**src/rtl/pool_out_packer.sv**
```systemverilog
// Packs the pooled byte stream into 128-bit words, queues them in a small FIFO and
// writes them out with incrementing addresses. Optional stall counter: PACKER_STALL_CNT_EN.
module pool_out_packer #(
  parameter int ADDR_W     = 12,
  parameter int FIFO_DEPTH = 4
) (
  input  logic              clk,
  input  logic              rst,
  input  logic              start_i,
  input  logic [ADDR_W-1:0] base_addr_i,
  input  logic [ADDR_W:0]   frm_words_i,
  input  logic              flush_i,
  input  logic              vld_i,
  input  logic [7:0]        din_i,
  output logic              wr_vld_o,
  input  logic              wr_rdy_i,
  output logic [ADDR_W-1:0] wr_addr_o,
  output logic [127:0]      wr_data_o,
  output logic              busy_o,
  output logic              done_o,
  output logic              ovf_o,
  output logic [31:0]       stall_cnt_o
);

  localparam int PW = $clog2(FIFO_DEPTH);

  typedef enum logic [1:0] {IDLE, RUN, DRAIN, DONE} state_t;

  state_t              state_q;
  logic [3:0]          idx_q;
  logic [127:0]        acc_q;
  logic [ADDR_W-1:0]   base_q;
  logic [ADDR_W:0]     frm_q;
  logic [ADDR_W:0]     pushed_q;
  logic [ADDR_W:0]     wr_cnt_q;
  logic [127:0]        mem_q [FIFO_DEPTH];
  logic [PW-1:0]       rd_ptr_q;
  logic [PW-1:0]       wr_ptr_q;
  logic [PW:0]         cnt_q;
  logic                ovf_q;

  logic                accept;
  logic                byte_v;
  logic                flush_v;
  logic                push;
  logic                push_ok;
  logic                pop;
  logic                empty;
  logic                full;
  logic                frame_end;
  logic [127:0]        acc_d;
  logic [ADDR_W:0]     pushed_d;

  assign accept  = (state_q == IDLE) && start_i;
  assign byte_v  = (state_q == RUN) && vld_i;
  assign flush_v = (state_q == RUN) && flush_i;
  assign empty   = (cnt_q == '0);
  assign full    = (cnt_q == (PW+1)'(FIFO_DEPTH));
  assign pop     = !empty && wr_rdy_i;

  // Unfilled upper bytes stay zero because acc_q is cleared after every push.
  always_comb begin
    acc_d = acc_q;
    if (byte_v) acc_d[{idx_q, 3'b000} +: 8] = din_i;
  end

  // A flush whose accompanying byte completes the word yields only that one word.
  assign push      = (byte_v && (idx_q == 4'd15)) ||
                     (flush_v && ((idx_q != 4'd0) || byte_v));
  assign push_ok   = push && (!full || pop);
  assign pushed_d  = push ? pushed_q + 1'b1 : pushed_q;
  assign frame_end = push && (frm_q != '0) && (pushed_d == frm_q);

  always_ff @(posedge clk or posedge rst) begin
    if (rst) begin
      state_q  <= IDLE;
      idx_q    <= '0;
      acc_q    <= '0;
      base_q   <= '0;
      frm_q    <= '0;
      pushed_q <= '0;
      wr_cnt_q <= '0;
      rd_ptr_q <= '0;
      wr_ptr_q <= '0;
      cnt_q    <= '0;
      ovf_q    <= 1'b0;
    end else begin
      case (state_q)
        IDLE: begin
          if (accept) begin
            base_q   <= base_addr_i;
            frm_q    <= frm_words_i;
            idx_q    <= '0;
            acc_q    <= '0;
            pushed_q <= '0;
            wr_cnt_q <= '0;
            ovf_q    <= 1'b0;
            state_q  <= RUN;
          end
        end
        RUN: begin
          if (push) begin
            idx_q    <= '0;
            acc_q    <= '0;
            pushed_q <= pushed_d;
            if (!push_ok) ovf_q <= 1'b1;
          end else if (byte_v) begin
            idx_q <= idx_q + 4'd1;
            acc_q <= acc_d;
          end
          if (flush_i || frame_end) state_q <= DRAIN;
        end
        DRAIN: begin
          if (empty) state_q <= DONE;
        end
        default: state_q <= IDLE;
      endcase

      if (push_ok) wr_ptr_q <= wr_ptr_q + 1'b1;
      if (pop) begin
        rd_ptr_q <= rd_ptr_q + 1'b1;
        wr_cnt_q <= wr_cnt_q + 1'b1;
      end
      cnt_q <= cnt_q + {{PW{1'b0}}, push_ok} - {{PW{1'b0}}, pop};
    end
  end

  always_ff @(posedge clk) begin
    if (push_ok) mem_q[wr_ptr_q] <= acc_d;
  end

  assign wr_vld_o  = !empty;
  assign wr_data_o = empty ? '0 : mem_q[rd_ptr_q];
  assign wr_addr_o = base_q + wr_cnt_q[ADDR_W-1:0];
  assign busy_o    = (state_q != IDLE);
  assign done_o    = (state_q == DONE);
  assign ovf_o     = ovf_q;

`ifdef PACKER_STALL_CNT_EN
  logic [31:0] stall_q;

  always_ff @(posedge clk or posedge rst) begin
    if (rst) begin
      stall_q <= '0;
    end else if (accept) begin
      stall_q <= '0;
    end else if (!empty && !wr_rdy_i && (stall_q != 32'hFFFF_FFFF)) begin
      stall_q <= stall_q + 32'd1;
    end
  end

  assign stall_cnt_o = stall_q;
`else
  assign stall_cnt_o = '0;
`endif

endmodule

```
**config.mk**
```make
export PLATFORM = sky130hd
export DESIGN_NAME = pool_out_packer
export DESIGN_NICKNAME = d
export VERILOG_FILES = /design/src/rtl/pool_out_packer.sv
export SDC_FILE = /design/constraint.sdc
export NUM_CORES = 1
export LEC_CHECK = 0
export ABC_AREA = 1
export ABC_CLOCK_PERIOD_IN_PS = 7300
export BUFFER_PORTS_ARGS = -buffer_cell sky130_fd_sc_hd__buf_2
export CORE_MARGIN = 8
export CORE_UTILIZATION = 40
export CTS_CLUSTER_SIZE = 24
export DETAILED_ROUTE_END_ITERATION = 8
export PLACE_DENSITY_LB_ADDON = 0.12
export SYNTH_ARGS = -nofsm -noshare
export SYNTH_HDL_FRONTEND = slang
export SYNTH_SLANG_ARGS = --single-unit
```
**constraint.sdc**
```tcl
create_clock -name clk -period 7.3 [get_ports clk]
set_input_delay 0.73 -clock clk [delete_from_list [all_inputs] [get_ports clk]]
set_output_delay 0.73 -clock clk [all_outputs]
set_load 0.02 [all_outputs]
```
==> flow_metrics.tcl <==
set metrics [dict create \
    status "completed" \
    port_buffers 182 \
    syn_area_um2 30700 \
    holdWs_ps 292 \
    post-route-period-util 0.620 \
    skew_ps 28.3 \
    synth_compound_gate_area_share 0.113 \
    p_sw_frac 0.401 \
    comb_power_share 0.370 \
    fillers 7049 \
    avgRoutedWirePerCell_um 20.1 \
    die_w_um 293 \
    die_h_um 293 \
    p_leak_nw 14.2 \
    cts_resized 0 \
    clockBufferDepth 3 \
    synth_top_family_by_area "simple AND/OR/NAND/NOR gates" \
    antenna_found_initial 3 \
    hold_viol 0 \
    synthArstFlopShare 0.273 \
    synth-seq-area-share 0.657 \
    tightest_slew_ps 1320 \
    setup_tns_ps 0 \
    cts_tree "yes" \
    synth.avg_cell_area_um2 10.2 \
    min_path_type "input pin to asynchronous set/reset pin" \
    route.detailed.drc 0 \
    internal-power_mw 8.16 \
    diodes 0 \
    cts_made_buffers 79 \
    yosysWarnings 0 \
    power_mw 13.6 \
    synth_edf_count 512 \
    finalWeightedCongestion 0.829 \
    synth_flop_cell "edfxtp_1" \
    holdBufCountCts 0 \
    instances_no_fill 4241 \
    worst_ir_drop_vdd_mv 0.323 \
    placed_cells_incl_taps 4096 \
    die_area_um2 85900 \
    drive_gt1_frac 0.115 \
    finalNetCount 3213 \
    routed_via_density 5.13 \
    cts_max_level 3 \
    grt_pass1_vias 20949 \
    clock_latency_ps 620 \
    clock_power_share 0.284 \
    start_util 0.405 \
    worstPathCellList "buf_4 -> buf_4 -> nor2_1 -> nor2_1 -> o21ai_0 -> a21oi_1 -> buf_2" \
    critPathBufInv 3 \
    drv_slew 0 \
    grt_remaining_overflow 0 \
    fmax_mhz 221 \
    hpwl_um 52800 \
    post_cts_buffers 0 \
    grt_max_degree 119 \
    rows 101 \
    finalCriticalPeriod_ps 4530 \
    dr.pass1.iters 6 \
    crit_type "flip-flop to output port" \
    grt_pass1_wl_um 130000 \
    slew_headroom 0.113 \
    startpoint_type "flip-flop" \
    cap_viol_max_count 0 \
    cp_slowest_stage_delay_ps 780 \
    synthMuxAreaShare 0.000326 \
    crit_family "buffers and inverters" \
    cp.required_ps 6570 \
    layout_common_cells "nor2_1 (592), edfxtp_1 (512), nand2_1 (425)" \
    final_common_cell "nor2_1" \
    coreArea_um2 75900 \
    cp_max_fo 70 \
    synth_fa_ha_area_frac 0.0115 \
    via_count 21743 \
    setup.worst_path.end_class "output port" \
    pwr-share-seq 0.346 \
    ant_nets 0 \
    syn_inst 3019 \
    root_buffer "clkbuf_16" \
    slowest_stage "dfrtp_4" \
    synthXorXnorAreaFrac 0.00485 \
    yosys.area_share.simple 0.155 \
    path_clk_slew_ps 50 \
    setup_viol 0 \
    power_switching_mw 5.46 \
    area_growth_pct 13.8 \
    clock_sinks 704 \
    rsz0062_at_grt "false" \
    drt_iter0_markers 1703 \
    cp_data_arrival_time_ps 3800 \
    wirelength_um 85200 \
    p_per_area_nw_per_um2 390 \
    groute.usage.overall 0.194 \
    ys_types 47 \
    ys_ff_latch 704 \
    pin_count 215 \
]
per-layer routing:
| metal | global-route usage | routed length [µm] | vias up |
|---|---|---|---|
| met5 | 0 | 0 | - |
| met4 | 0.0535 | 1870 | 0 |
| met3 | 0.0316 | 4420 | 109 |
| met2 | 0.320 | 40600 | 536 |
| met1 | 0.266 | 38300 | 10683 |
| li1 | - | - | 10415 |
sequential cells by signal (all words and copies together) (netlist names), 3 cells and up:
name      cells
base_q       12
pushed_q     13
acc_q       128
frm_q        13
idx_q         4
wr_cnt_q     12
cnt_q         3
mem_q       512
cells by family after synthesis:
group / after synthesis
multiplexers: 1
XOR/XNOR: 17
adder cells (fa/ha/maj): 27
flip-flops: 704
AND/OR/NAND/NOR: 1187
AO/OA/AOI/OAI: 657
other: 1
buffers and inverters: 425
power groups by stage:
stage          Sequential, mW  Clock (mW)  Combinational [mW]
6_report                 4.71        3.88                5.04
5_1_grt                  4.74        4.14                5.58
2_1_floorplan            4.73           0                3.45
4_1_cts                  4.71        3.97                5.16
3_3_place_gp             4.78           0                5.10
3_5_place_dp             4.79           0                5.14
cell type report:
class	count	area, µm²	share of cell area
Clock buffer	105	2220	0.0636
Clock inverter	40	307	0.00877
Inverter	235	900	0.0257
Multi-Input combinational cell	1921	8930	0.255
Sequential cell	704	20200	0.577
Tap cell	1030	1290	0.0369
Timing Repair Buffer	206	1130	0.0323
Yosys cell counts (all sizes together) (3+ instances only):
cell | instances | area share
nor2 | 606 | 0.076
edfxtp | 512 | 0.50
nand2 | 432 | 0.054
o21ai | 412 | 0.068
inv | 235 | 0.029
dfrtp | 192 | 0.16
a21oi | 149 | 0.024
nand3 | 111 | 0.019
clkbuf | 103 | 0.013
buf | 87 | 0.017
o22ai | 55 | 0.011
nor3 | 26 | 0.0048
ha | 25 | 0.010
o21a | 22 | 0.0054
xor2 | 14 | 0.0040
o31ai | 11 | 0.0027
nand4 | 6 | 0.0012
xnor2 | 3 | 0.00086
stage by stage:
stage                     utilization  cell area, µm²  setup slack, ps
after floorplan                     -           30800             -380
after global placement          0.427           32400             3010
after detailed placement        0.427           32400             3020
after CTS                       0.460           35000             2690
after global routing            0.460           35000             2500
final                           0.460           35000             2770
worst paths after layout:
check | start | to | slack, ps | depth (start not counted)
max | rd_ptr_q[0]$_DFFE_PP0P_ | wr_data_o[63] | 2770 | 7
min | rst | rd_ptr_q[0]$_DFFE_PP0P_ | 290 | 2
max reg2reg | state_q[1]$_DFFE_PP0P_ | idx_q[2]$_DFFE_PP0P_ | 3240 | 16
min reg2reg | acc_q[8]$_DFFE_PP0P_ | acc_q[8]$_DFFE_PP0P_ | 480 | 2
max in group asynchronous | rst | acc_q[42]$_DFFE_PP0P_ | 5440 | 3
min in group clk | base_addr_i[11] | base_q[11]$_DFFE_PP0P_ | 300 | 3
Note: power is estimated with default switching activity, not from simulation.
